[src/rtl/sudoku_mask_scan.sv]
// sudoku_mask_scan: serial one-cell-per-cycle scan of a 729-bit candidate-elimination mask
module sudoku_mask_scan #(
    parameter bit STOP_ON_BAD = 1'b0
) (
    input  logic         clk,
    input  logic         reset,
    input  logic         start,
    input  logic [728:0] mask_in,
    output logic         busy,
    output logic         done,
    output logic         solved,
    output logic         contradiction,
    output logic [6:0]   single_count,
    output logic [6:0]   bad_cell,
    output logic [323:0] cell_val
);
    typedef enum logic [1:0] {IDLE, SCAN, DONE} state_t;
    state_t state;
    logic [728:0] mask_q;
    logic [8:0] bits;
    logic [6:0] cnt, idx, sc_next;
    logic fetch, pend, one, zero, last, con_next;
    logic [3:0] ones, val;
    // fetch stage shifts the next cell's bits out of mask_q; eval stage accumulates one cycle later
    always_comb begin
        ones = 4'($countones(bits));
        one = pend && ones == 4'd8;
        zero = pend && ones == 4'd9;
        val = 4'd0;
        for (int i = 0; i < 9; i++) val = bits[i] ? val : 4'(i + 1);
        sc_next = (one && single_count != 7'd81) ? single_count + 7'd1 : single_count;
        con_next = contradiction | zero;
        last = pend && (idx == 7'd80 || (STOP_ON_BAD && zero));
    end
    always_ff @(posedge clk) begin
        if (reset) begin
            state <= IDLE;
            mask_q <= '0;
            bits <= '0;
            cnt <= '0;
            idx <= '0;
            fetch <= 1'b0;
            pend <= 1'b0;
            busy <= 1'b0;
            done <= 1'b0;
            solved <= 1'b0;
            contradiction <= 1'b0;
            single_count <= '0;
            bad_cell <= 7'd127;
            cell_val <= '0;
        end else begin
            case (state)
                IDLE: begin
                    done <= 1'b0;
                    if (start) begin
                        mask_q <= mask_in;
                        cnt <= '0;
                        fetch <= 1'b1;
                        pend <= 1'b0;
                        single_count <= '0;
                        contradiction <= 1'b0;
                        solved <= 1'b0;
                        bad_cell <= 7'd127;
                        cell_val <= '0;
                        busy <= 1'b1;
                        state <= SCAN;
                    end
                end
                SCAN: begin
                    pend <= fetch;
                    if (fetch) begin
                        bits <= mask_q[8:0];
                        mask_q <= mask_q >> 9;
                        idx <= cnt;
                        cnt <= (cnt == 7'd80) ? cnt : cnt + 7'd1;
                        fetch <= cnt != 7'd80;
                    end
                    if (pend) begin
                        single_count <= sc_next;
                        contradiction <= con_next;
                        cell_val[{idx, 2'b00} +: 4] <= one ? val : 4'd0;
                        if (zero && bad_cell == 7'd127) bad_cell <= idx;
                    end
                    if (last) begin
                        state <= DONE;
                        busy <= 1'b0;
                        done <= 1'b1;
                        fetch <= 1'b0;
                        solved <= sc_next == 7'd81 && !con_next;
                    end
                end
                DONE: begin
                    done <= 1'b0;
                    state <= IDLE;
                end
                default: state <= IDLE;
            endcase
        end
    end
endmodule

[config.mk]
export PLATFORM = sky130hd
export DESIGN_NAME = sudoku_mask_scan
export DESIGN_NICKNAME = d
export VERILOG_FILES = /design/src/rtl/sudoku_mask_scan.sv
export SDC_FILE = /design/constraint.sdc
export NUM_CORES = 2
export LEC_CHECK = 0
export ABC_CLOCK_PERIOD_IN_PS = 6250
export CAP_MARGIN = 20
export CORE_AREA = 5 5 409 411
export DETAILED_ROUTE_END_ITERATION = 8
export DIE_AREA = 0 0 414 416
export PLACE_DENSITY = 0.52
export SLEW_MARGIN = 40
export SYNTH_ARGS = -nofsm -noshare
export SYNTH_HDL_FRONTEND = slang
export SYNTH_SLANG_ARGS = --single-unit
[constraint.sdc]
create_clock -name clk -period 6.25 [get_ports clk]
set_input_delay 0.9375 -clock clk [delete_from_list [all_inputs] [get_ports clk]]
set_output_delay 0.9375 -clock clk [all_outputs]
set_load 0.01 [all_outputs]
==> flow_metrics.tcl <==
set metrics [dict create \
    finClkSkew_ns 0.0304 \
    cp_slowest_cell "or4_1" \
    synth_warnings 0 \
    grt_pass1_vias 42500 \
    synth_cell_types 74 \
    core-area_mm2 0.164 \
    clock_latency_ns 0.77 \
    worst_ep_arrival_time_ns 5.82 \
    async_reset_ff_share_pct 0 \
    final_core_util_pct 37.9 \
    pre_cts_slack_ns 1.16 \
    synth_cells 5519 \
    synth-edff-count 0 \
    rsz0062_at_grt "no" \
    cp-start-kind "register" \
    fin_crit_sh_pct 82.2 \
    setup_viol_count_final 0 \
    hold_slack_ns 0.456 \
    drive_gt1_share_pct 5.12 \
    slew_headroom_pct 42.9 \
    die_x_um 414 \
    cts_hold_buf 0 \
    worst_slew_pin_slew_ns 0.853 \
    p_per_area_mw_per_mm2 285 \
    grt_max_degree 190 \
    clock.fmax_ghz 0.195 \
    grt_pass1_wl_um 295000 \
    nets 7061 \
    min_period_ns 5.14 \
    crit_required_ns 6.93 \
    syn_nets 6267 \
    gp_congestion 0.910 \
    slew_violations 0 \
    ys_ff_latch 1098 \
    power_mw 17.7 \
    yosys.area.top_type "dfxtp_1" \
    ctsResizeCount 0 \
    pin_count 1074 \
    stdcell_count 8641 \
    drc 0 \
    wl_per_cell_um 23.8 \
    viasPerCell 5.15 \
    path_cells "fa_1 > inv_1 > fa_1 > fa_1 > fa_1 > fa_1 > and3_1 > o211ai_1 > or4_1 > nor3_1 > a22o_1" \
    synth_top_area_share_pct 48.9 \
    synth.yosys.seq_area_share_pct 48.9 \
    syn_avg_cell_area_um2 8.14 \
    cpMostUsedCell "fa_1" \
    hpwl_um 153000 \
    area_growth_syn_to_layout_pct 38.0 \
    firstDrtPassIters 6 \
    clkTransAtPathRegs_ns 0.06 \
    max_stage_delay_ns 0.89 \
    routed_wl_um 206000 \
    r2r_cells 11 \
    stdcell_area_mm2 0.0620 \
    ys.flop_type "dfxtp_1" \
    status "complete, no violations" \
    power_leakage_nw 22.2 \
    final-hold-violation-count 0 \
    die_h_um 416 \
    ant_nets 0 \
    ir_drop_v 0.000265 \
    tritoncts "yes" \
    setup_ws_ns 1.11 \
    dieArea_mm2 0.172 \
    path_class "register to register" \
    hold_class "register to register" \
    via_count 44500 \
    cp_max_fo 9 \
    cts-buffers-inserted 131 \
    io_buffers 1073 \
    placed_area_mm2 0.0576 \
    htreeDepth 4 \
    start_util_pct 27.4 \
    postCtsSetupBuffers 0 \
    cts_buffer_depth 3 \
    antenna_found_initial 75 \
    gr-total-overflow 0 \
    crit_path_end_kind "register" \
    syn-cell-area_mm2 0.0449 \
    min_path_cells 2 \
    track_usage_pct 22.5 \
    cts_root_buffer "clkbuf_16" \
    rows 149 \
    cap_viol_max_count 0 \
    finalSetupTns_ns 0 \
    drt-initial-drc-count 3777 \
    dp_cells 8366 \
    synth.area.top_cells "dfxtp_1, a311oi_1, nand2_1, nor2_1, clkbuf_1" \
    cts.sinks 1098 \
]
## layout make-up
cell class,count,area [um2]
fillers,17100,102000
flip-flops and latches,1098,22000
multi-input cells,3916,21100
repair buffers,1150,11700
clock buffers,193,3950
well taps,2189,2740
clock inverters,34,295
diodes,45,113
inverters,16,60.1
## placed cells by master, fill, tap and decap left out, types with 19 or more instances in the layout
cell / instances
nand2_1: 1621
dfxtp_1: 1097
clkdlybuf4s50_1: 1072
nor2_1: 811
a311oi_1: 723
a22o_1: 194
clkbuf_16: 139
a21oi_1: 72
o21ai_0: 70
nand3_1: 50
diode_2: 45
buf_4: 42
nor3_1: 40
o31ai_1: 30
o211ai_1: 29
clkbuf_8: 27
clkbuf_1: 27
a32o_1: 24
a31oi_1: 23
buf_12: 21
clkinv_2: 19
## synth_stat cells (all sizes together) (2+ instances only)
master	count
a211oi	5
a21boi	2
a21o	4
a21oi	76
a22o	194
a22oi	10
a311oi	724
a31oi	25
a32o	24
a41oi	3
and2	14
and3	6
buf	34
clkbuf	455
dfxtp	1098
fa	5
ha	11
inv	16
mux2i	12
nand2	1622
nand2b	18
nand3	50
nand4	5
nor2	818
nor2b	14
nor3	49
nor3b	3
nor4	7
nor4b	2
nor4bb	2
o2111ai	8
o211ai	29
o21a	5
o21ai	74
o21bai	9
o22ai	6
o2bb2ai	4
o31ai	32
o41ai	2
or2	6
or3	10
or3b	2
or4	3
xnor2	4
xor2	6
## kinds of logic after synthesis
family / Yosys count / synth area share [%]
flip-flops: 1098 / 48.9
buffers and inverters: 505 / 4.31
AND/OR/NAND/NOR: 2634 / 23.0
multiplexers: 12 / 0.267
AO/OA/AOI/OAI: 1244 / 22.8
adder cells (fa/ha/maj): 16 / 0.529
XOR/XNOR: 10 / 0.195
## flip-flops by register name, summed over array words and instances (netlist names)
signal and count:
bad_cell 7, bits 9, busy 1, cell_val 324
cnt 7, contradiction 1, done 1, fetch 1
idx 7, mask_q 729, pend 1, single_count 7
solved 1, state 2
## report_power, final
part	switching [mW]	internal, mW	total, mW	leakage (nW)
Combinational	1.32	0.994	2.31	11.1
Clock	3.16	4.43	7.59	2.09
Sequential	0.286	7.51	7.79	9.02
## final timing paths
path | slack [ns] | end | from
max | 1.11 | cell_val[121] | bits[0]
max reg2reg | 1.11 | cell_val[121] | bits[0]
min reg2reg | 0.46 | mask_q[276] | mask_q[285]
min | 0.46 | mask_q[276] | mask_q[285]
## layer usage
metal	vias to the layer above	track usage, %	wire (um)
met5	-	0	189
met4	32	10.8	10500
met3	396	5.19	12500
met2	1567	38.4	100000
met1	21300	26.6	82100
li1	21200	-	-
## worst max-delay path: cells and delay by family, from the launching register on
| kind | cells | cell delay, ns |
|---|---|---|
| fa+ha+maj | 5 | 2.47 |
| simple gates | 3 | 1.62 |
| compound gates | 2 | 0.58 |
| flops | 1 | 0.33 |
| buf+inv | 1 | 0.05 |
Note: power is estimated with default switching activity, not from simulation.
